$ cat config.mk
export PLATFORM = sky130hd
export DESIGN_NAME = uart_tx_core_flat
export DESIGN_NICKNAME = d
export VERILOG_FILES = /design/src/rtl/uart_tx_core_if.sv /design/src/rtl/uart_tx_core.sv /design/src/flat_wrapper.sv
export SDC_FILE = /design/constraint.sdc
export NUM_CORES = 1
export LEC_CHECK = 0
export CAP_MARGIN = 30
export CORE_ASPECT_RATIO = 1.4
export CORE_MARGIN = 2
export CORE_UTILIZATION = 50
export DETAILED_ROUTE_END_ITERATION = 12
export GPL_TIMING_DRIVEN = 0
export PLACE_DENSITY_LB_ADDON = 0.3
export SETUP_SLACK_MARGIN = 0.15
export SLEW_MARGIN = 20
export SYNTH_ARGS = -nofsm -noshare
export SYNTH_HDL_FRONTEND = slang
export SYNTH_SLANG_ARGS = --single-unit
$ cat constraint.sdc
create_clock -name CLK -period 2.1 [get_ports CLK]
set_clock_uncertainty 0.15 [all_clocks]
set_input_delay 0.42 -clock CLK [delete_from_list [all_inputs] [get_ports CLK]]
set_output_delay 0.42 -clock CLK [all_outputs]
set_load 0.02 [all_outputs]
$ cat src/rtl/uart_tx_core_if.sv
// -----------------------------------------------------------------------------
// uart_tx_core_if
// Word-side handshake bundle for uart_tx_core.
//
// Signals:
//   P_DATA     word to transmit (master -> core)
//   Data_Valid level request, held until Data_Ack (master -> core)
//   PAR_EN     1 = append parity bit (master -> core)
//   PAR_TYP    0 = even, 1 = odd parity (master -> core)
//   STOP2      0 = one stop bit, 1 = two stop bits (master -> core)
//   busy       frame on the line (core -> master)
//   Data_Ack   one-cycle pulse after a word is accepted (core -> master)
//   hold_full  holding register occupied (core -> master)
//
// Modports: master (word producer), slave (the transmitter core).
// -----------------------------------------------------------------------------
interface uart_tx_core_if #(
  parameter int DATA_WIDTH = 8
) ();
  logic [DATA_WIDTH-1:0] P_DATA;
  logic                  Data_Valid;
  logic                  PAR_EN;
  logic                  PAR_TYP;
  logic                  STOP2;
  logic                  busy;
  logic                  Data_Ack;
  logic                  hold_full;

  modport master (
    output P_DATA, Data_Valid, PAR_EN, PAR_TYP, STOP2,
    input  busy, Data_Ack, hold_full
  );

  modport slave (
    input  P_DATA, Data_Valid, PAR_EN, PAR_TYP, STOP2,
    output busy, Data_Ack, hold_full
  );
endinterface

$ cat src/rtl/uart_tx_core.sv
// -----------------------------------------------------------------------------
// uart_tx_core
// UART transmitter, one frame bit per CLK cycle. Frame = start bit, DATA_WIDTH
// data bits LSB first, optional parity bit, one or two stop bits. A word
// accepted in the last stop cycle starts immediately, so frames can run
// back-to-back with no idle gap.
//
// Ports:
//   CLK     bit-rate clock, rising edge
//   RST     synchronous active-low reset
//   bus     uart_tx_core_if.slave word handshake (P_DATA, Data_Valid, PAR_EN,
//           PAR_TYP, STOP2 in; busy, Data_Ack, hold_full out)
//   TX_OUT  serial line, idle high
//
// Build option:
//   UART_TX_HOLD_REG_EN  when defined, adds a one-word holding register
//                        (data + frame configuration) so the next word can be
//                        accepted while a frame is still on the line.
//                        Undefined: hold_full is tied to 0 and requests made
//                        mid-frame wait for the last stop cycle.
// -----------------------------------------------------------------------------
module uart_tx_core #(
  parameter int DATA_WIDTH = 8
) (
  input  logic           CLK,
  input  logic           RST,
  uart_tx_core_if.slave  bus,
  output logic           TX_OUT
);

  localparam int CNT_W = $clog2(DATA_WIDTH);
  localparam logic [CNT_W-1:0] LAST_BIT = CNT_W'(DATA_WIDTH - 1);

  typedef enum logic [2:0] {
    ST_IDLE,
    ST_START,
    ST_DATA,
    ST_PARITY,
    ST_STOP1,
    ST_STOP2
  } state_t;

  state_t                state_reg, state_next;
  logic [CNT_W-1:0]      bit_cnt_reg, bit_cnt_next;
  logic [DATA_WIDTH-1:0] data_reg, data_next;
  logic                  par_bit_reg, par_bit_next;
  logic                  par_en_reg, par_en_next;
  logic                  stop2_reg, stop2_next;
  logic                  ack_reg, ack_next;

  logic                  last_stop;
  logic                  req;
  logic                  launch_new;
  logic                  launch_held;
  logic                  launch;
  logic                  capture;

  // Word/configuration that gets loaded into the frame registers on launch.
  logic [DATA_WIDTH-1:0] src_data;
  logic                  src_par_en;
  logic                  src_par_typ;
  logic                  src_stop2;

  assign last_stop = ((state_reg == ST_STOP1) && !stop2_reg) ||
                     (state_reg == ST_STOP2);

  // While Data_Ack is high the master has not yet had an edge to drop or
  // change its request, so the request seen on that edge is the word that
  // was just taken and must not be accepted a second time.
  assign req = bus.Data_Valid && !ack_reg;

  // Parity of the word being launched, built as an XOR chain.
  logic [DATA_WIDTH:0] par_chain;
  assign par_chain[0] = 1'b0;
  generate
    for (genvar gi = 0; gi < DATA_WIDTH; gi++) begin : g_par
      assign par_chain[gi+1] = par_chain[gi] ^ src_data[gi];
    end
  endgenerate

`ifdef UART_TX_HOLD_REG_EN
  logic [DATA_WIDTH-1:0] hold_data_reg, hold_data_next;
  logic                  hold_par_en_reg, hold_par_en_next;
  logic                  hold_par_typ_reg, hold_par_typ_next;
  logic                  hold_stop2_reg, hold_stop2_next;
  logic                  hold_full_reg, hold_full_next;

  always_comb begin
    // A held word always goes out before a fresh request.
    launch_held = last_stop && hold_full_reg;
    launch_new  = req && !launch_held &&
                  ((state_reg == ST_IDLE) || last_stop);
    // Fill the holding register mid-frame, or refill it in the same cycle
    // the held word is launched.
    capture     = req && (((state_reg != ST_IDLE) && !last_stop && !hold_full_reg) ||
                          launch_held);

    hold_data_next    = hold_data_reg;
    hold_par_en_next  = hold_par_en_reg;
    hold_par_typ_next = hold_par_typ_reg;
    hold_stop2_next   = hold_stop2_reg;
    hold_full_next    = hold_full_reg;
    if (capture) begin
      hold_data_next    = bus.P_DATA;
      hold_par_en_next  = bus.PAR_EN;
      hold_par_typ_next = bus.PAR_TYP;
      hold_stop2_next   = bus.STOP2;
      hold_full_next    = 1'b1;
    end else if (launch_held) begin
      hold_full_next    = 1'b0;
    end

    if (launch_held) begin
      src_data    = hold_data_reg;
      src_par_en  = hold_par_en_reg;
      src_par_typ = hold_par_typ_reg;
      src_stop2   = hold_stop2_reg;
    end else begin
      src_data    = bus.P_DATA;
      src_par_en  = bus.PAR_EN;
      src_par_typ = bus.PAR_TYP;
      src_stop2   = bus.STOP2;
    end
  end

  always_ff @(posedge CLK) begin
    if (!RST) begin
      hold_data_reg    <= '0;
      hold_par_en_reg  <= 1'b0;
      hold_par_typ_reg <= 1'b0;
      hold_stop2_reg   <= 1'b0;
      hold_full_reg    <= 1'b0;
    end else begin
      hold_data_reg    <= hold_data_next;
      hold_par_en_reg  <= hold_par_en_next;
      hold_par_typ_reg <= hold_par_typ_next;
      hold_stop2_reg   <= hold_stop2_next;
      hold_full_reg    <= hold_full_next;
    end
  end

  assign bus.hold_full = hold_full_reg;
`else
  assign launch_held   = 1'b0;
  assign capture       = 1'b0;
  assign launch_new    = req && ((state_reg == ST_IDLE) || last_stop);
  assign src_data      = bus.P_DATA;
  assign src_par_en    = bus.PAR_EN;
  assign src_par_typ   = bus.PAR_TYP;
  assign src_stop2     = bus.STOP2;
  assign bus.hold_full = 1'b0;
`endif

  assign launch = launch_new || launch_held;

  // Next-state and frame register updates.
  always_comb begin
    state_next   = state_reg;
    bit_cnt_next = bit_cnt_reg;
    data_next    = data_reg;
    par_bit_next = par_bit_reg;
    par_en_next  = par_en_reg;
    stop2_next   = stop2_reg;
    ack_next     = launch_new || capture;

    case (state_reg)
      ST_IDLE: begin
        if (launch) state_next = ST_START;
      end
      ST_START: begin
        state_next   = ST_DATA;
        bit_cnt_next = '0;
      end
      ST_DATA: begin
        if (bit_cnt_reg == LAST_BIT) begin
          bit_cnt_next = '0;
          state_next   = par_en_reg ? ST_PARITY : ST_STOP1;
        end else begin
          bit_cnt_next = bit_cnt_reg + CNT_W'(1);
        end
      end
      ST_PARITY: begin
        state_next = ST_STOP1;
      end
      ST_STOP1: begin
        if (stop2_reg)   state_next = ST_STOP2;
        else if (launch) state_next = ST_START;
        else             state_next = ST_IDLE;
      end
      ST_STOP2: begin
        state_next = launch ? ST_START : ST_IDLE;
      end
      default: begin
        state_next   = ST_IDLE;
        bit_cnt_next = '0;
      end
    endcase

    // launch only occurs in IDLE or the last stop cycle, so loading here
    // never disturbs a frame in progress.
    if (launch) begin
      data_next    = src_data;
      par_bit_next = par_chain[DATA_WIDTH] ^ src_par_typ;
      par_en_next  = src_par_en;
      stop2_next   = src_stop2;
    end
  end

  always_ff @(posedge CLK) begin
    if (!RST) begin
      state_reg   <= ST_IDLE;
      bit_cnt_reg <= '0;
      data_reg    <= '0;
      par_bit_reg <= 1'b0;
      par_en_reg  <= 1'b0;
      stop2_reg   <= 1'b0;
      ack_reg     <= 1'b0;
    end else begin
      state_reg   <= state_next;
      bit_cnt_reg <= bit_cnt_next;
      data_reg    <= data_next;
      par_bit_reg <= par_bit_next;
      par_en_reg  <= par_en_next;
      stop2_reg   <= stop2_next;
      ack_reg     <= ack_next;
    end
  end

  // Line level is decoded purely from registered state.
  always_comb begin
    TX_OUT = 1'b1;
    case (state_reg)
      ST_START:  TX_OUT = 1'b0;
      ST_DATA:   TX_OUT = data_reg[bit_cnt_reg];
      ST_PARITY: TX_OUT = par_bit_reg;
      default:   TX_OUT = 1'b1;
    endcase
  end

  assign bus.busy     = (state_reg != ST_IDLE);
  assign bus.Data_Ack = ack_reg;

endmodule

$ cat src/flat_wrapper.sv
// flat-port wrapper written by rule: the top's interface ports become plain ports
module uart_tx_core_flat 
#(
  parameter int DATA_WIDTH = 8
)
  (CLK, RST, TX_OUT, bus_P_DATA, bus_Data_Valid, bus_PAR_EN, bus_PAR_TYP, bus_STOP2, bus_busy, bus_Data_Ack, bus_hold_full);
  uart_tx_core_if #(.DATA_WIDTH(DATA_WIDTH)) bus_i ();
  input  logic CLK;
  input  logic RST;
  output logic TX_OUT;
  input wire logic [$bits(bus_i.P_DATA)-1:0] bus_P_DATA;
  input wire logic [$bits(bus_i.Data_Valid)-1:0] bus_Data_Valid;
  input wire logic [$bits(bus_i.PAR_EN)-1:0] bus_PAR_EN;
  input wire logic [$bits(bus_i.PAR_TYP)-1:0] bus_PAR_TYP;
  input wire logic [$bits(bus_i.STOP2)-1:0] bus_STOP2;
  output wire logic [$bits(bus_i.busy)-1:0] bus_busy;
  output wire logic [$bits(bus_i.Data_Ack)-1:0] bus_Data_Ack;
  output wire logic [$bits(bus_i.hold_full)-1:0] bus_hold_full;
  assign bus_i.P_DATA = bus_P_DATA;
  assign bus_i.Data_Valid = bus_Data_Valid;
  assign bus_i.PAR_EN = bus_PAR_EN;
  assign bus_i.PAR_TYP = bus_PAR_TYP;
  assign bus_i.STOP2 = bus_STOP2;
  assign bus_busy = bus_i.busy;
  assign bus_Data_Ack = bus_i.Data_Ack;
  assign bus_hold_full = bus_i.hold_full;
  uart_tx_core #(.DATA_WIDTH(DATA_WIDTH)) u_core (.CLK(CLK), .RST(RST), .bus(bus_i), .TX_OUT(TX_OUT));
endmodule
==> impl_results.md, run 1 <==
- Status: finished with violations
- Failing checks: negative setup slack
- I/O Pins: 18
- Antenna cells: 0
- CP required: 1530 ps
- Number of global-route vias before repair: about 820
- Die footprint: 2330 um^2
- Peak VDD IR: between 600 and 700 uV
- Worst Setup Start Kind: flip-flop
- Cells after synthesis: 114
- Pint: 852 uW
- Clk_lat worst skew: 300 ps
- Routed len/inst: 13.0 um
- Die width: 41.4 um
- Sequential-to-total area share from yosys stat: 0.369
- Initial Util: 0.542
- Final min period: roughly 2400 ps
- Post-synthesis net count: 130
- Main synth FF type: dfxtp_1
- Pleak: approximately 0.47 nW
- Global-route wire length before repair: approximately 3400 um
- Max Slew Vio Count: 0
- Antenna Nets Post-Route: 0
- Post-synth top area cell: dfxtp_1
- Switching Share: 0.387
- Synth unique cells: 40
- Syn Area/Cell: 8.57 um^2
- Layout cells sized above 1: 0.148
- Vias per cell: between 5 and 6
- Final Cycle Share: 1.14
- WL final: 2010 um
- Critical path class: reg2out
- Core footprint: 1800 um^2
- Yosys top cell area share: 0.369
- Crit Path Max Fanout: 3
- Fin Setup TNS: -441 ps
- Clock Path Buffers: 2
- PnR worst setup slack: -292 ps
- RSZ-0062 raised after global routing: true
- Setup Viol. Count Final: 2
- Die Ht: 56.3 um
- Placed Area: 1170 um^2
- Design Area, Final: 1220 um^2
- Pre-CTS setup slack: -375 ps
- HPWL Detailed: 1560 um
- Final #Nets: 152
- Power per cell area: 1130 nW/um^2
- Worst Path Arrival: 1820 ps
- Port Buf Inserts: 16
- Asr flop ratio synth: 0
- CP Buf/Inv Count: 1
- Worst path slowest cell: mux4_2
- Part of the power in the clock network: 0.134
- Top delay family on crit path: multiplexers
- CTS tree: yes
- Crit-path cells: mux4_2 > mux2i_1 > a21oi_1 > a311o_1 > buf_6
- Largest register FFs: 8
- Synth area leaders: dfxtp_1 (37%), nand2_1 (9.6%), a21oi_1 (7.7%)
- H-tree levels: 1
- Yosys warnings: 0
- Post-synth top cells: nand2_1 (25), dfxtp_1 (18), a21oi_1 (15)
- Total GRT Usage: 0.209
- Synth-to-Final Area Change: 25.2%
- Rows: 18
- Fin. Hold Viols: 0
- Mapped Area: 977 um^2
- TritonCTS buffer count: 3
- Combinational Power Share: 0.515
- Max Cap Violations: 0
- Layout Utilization: 0.679
- Hold WS: 315 ps
- Crit end category: output port
- Share of total power in sequential cells: 0.352
- Reg clk slew, reported paths: 110 ps
- Count leader, synth: nand2_1
- DRT iter0 DRCs: 27
- Net Switching: 537 uW
- Worst hold path class: reg2reg
- Seq cells post-synth: 18
- Largest net degree at the start of global routing: 11
- EDFF count, synth: 0
- CTS root buf: clkbuf_4
- Gr ovfl total: 0
- Clk sinks: 18
- RD Place Congestion: 0.725
- Vias: 859
- Achievable frequency: around 420 MHz
- Initial antenna violation count: 0
- DR pass1 iterations: 4
- Post-route DRC: 0
- Max incr delay on CP: 490 ps
-- cell type report --
cell class                      instances  area [um^2]
Timing Repair Buffer                   17          169
Sequential cell                        18          365
Clock buffer                            4         26.3
Buffer                                  7         47.5
Tap cell                               20         25.0
Multi-Input combinational cell         84          572
Inverter                                5         18.8
Fill cell                             163          578
-- metal layers --
metal / global-route usage / wire length [um] / vias up
li1: - / - / 440
met1: 0.265 / 853 / 395
met2: 0.330 / 1040 / 17
met3: 0.0237 / 52 / 7
met4: 0.101 / 61 / 0
met5: 0 / 0 / -
-- placed cells by master (no fill, tap or decap), types with 3 or more instances in the layout --
master and count:
nand2_1 25, dfxtp_1 16, a21oi_1 15, clkdlybuf4s50_1 15, clkbuf_4 5, inv_1 4, nor2b_1 4, xnor2_1 4
nor2_1 3, a22oi_1 3
-- final timing paths --
check / from / to / slack [ps] / cells past startpoint
hold / removal: u_core.data_reg[7] / u_core.data_reg[7] / 320 / 2
setup / recovery: u_core.bit_cnt_reg[0] / TX_OUT / -290 / 5
hold reg to reg: u_core.data_reg[7] / u_core.data_reg[7] / 320 / 2
setup reg to reg: u_core.state_reg[0] / u_core.par_bit_reg / 330 / 5
-- metrics by stage --
| stage | cells | power (mW) |
|---|---|---|
| floorplan | 114 | 0.965 |
| global placement | 150 | 1.15 |
| detailed placement | 150 | 1.16 |
| CTS | 155 | 1.37 |
| global route | 155 | 1.49 |
| finish | 155 | 1.39 |
-- power by group through the flow --
stage | combinational [mW] | clock [mW] | sequential [mW]
floorplan | 0.478 | 0 | 0.487
global placement | 0.655 | 0 | 0.493
detailed placement | 0.664 | 0 | 0.498
CTS | 0.695 | 0.187 | 0.485
global route | 0.785 | 0.201 | 0.504
finish | 0.714 | 0.186 | 0.488
-- worst register-to-register path, delay by kind of cell (launching register included) --
kind / cells / cell delay [ps]
and+or+nand+nor: 2 / 510
AOI/OAI and AO/OA: 2 / 580
DFF: 1 / 330
buffers and inverters: 1 / 140
-- logic make-up (layout without fill, tap and decap cells) --
group,after synthesis,after routing,share of synthesized area
AO/OA/AOI/OAI,29,29,0.202
XOR/XNOR,6,6,0.0679
adder cells (fa/ha/maj),2,2,0.0256
buffers and inverters,12,33,0.0589
flip-flops,18,18,0.369
multiplexers,4,4,0.0679
other,1,1,0.00384
AND/OR/NAND/NOR,42,42,0.205
-- repair_timing --
action / in CTS / in global routing
resized for setup: 9 / 5
hold buffers: 0 / 0
pin swaps: 0 / 0
hold endpoints to repair: 0 / 0
endpoints found under the setup margin: 2 / 10
buffers inserted: 1 / 0
(Power assumes the default switching activity.)
==> run 2, diff against run 1 <==
Settings changed: CAP_MARGIN 30 to 40, CTS_CLUSTER_DIAMETER from default to 40.
==> results of run 2 <==
Final layout, timing and power as in run 1 (identical DEF).
==> run 3, diff against run 2 <==
Settings changed: RECOVER_POWER from default to 25.
==> results of run 3 <==
Final layout, timing and power as in run 1 (identical DEF).
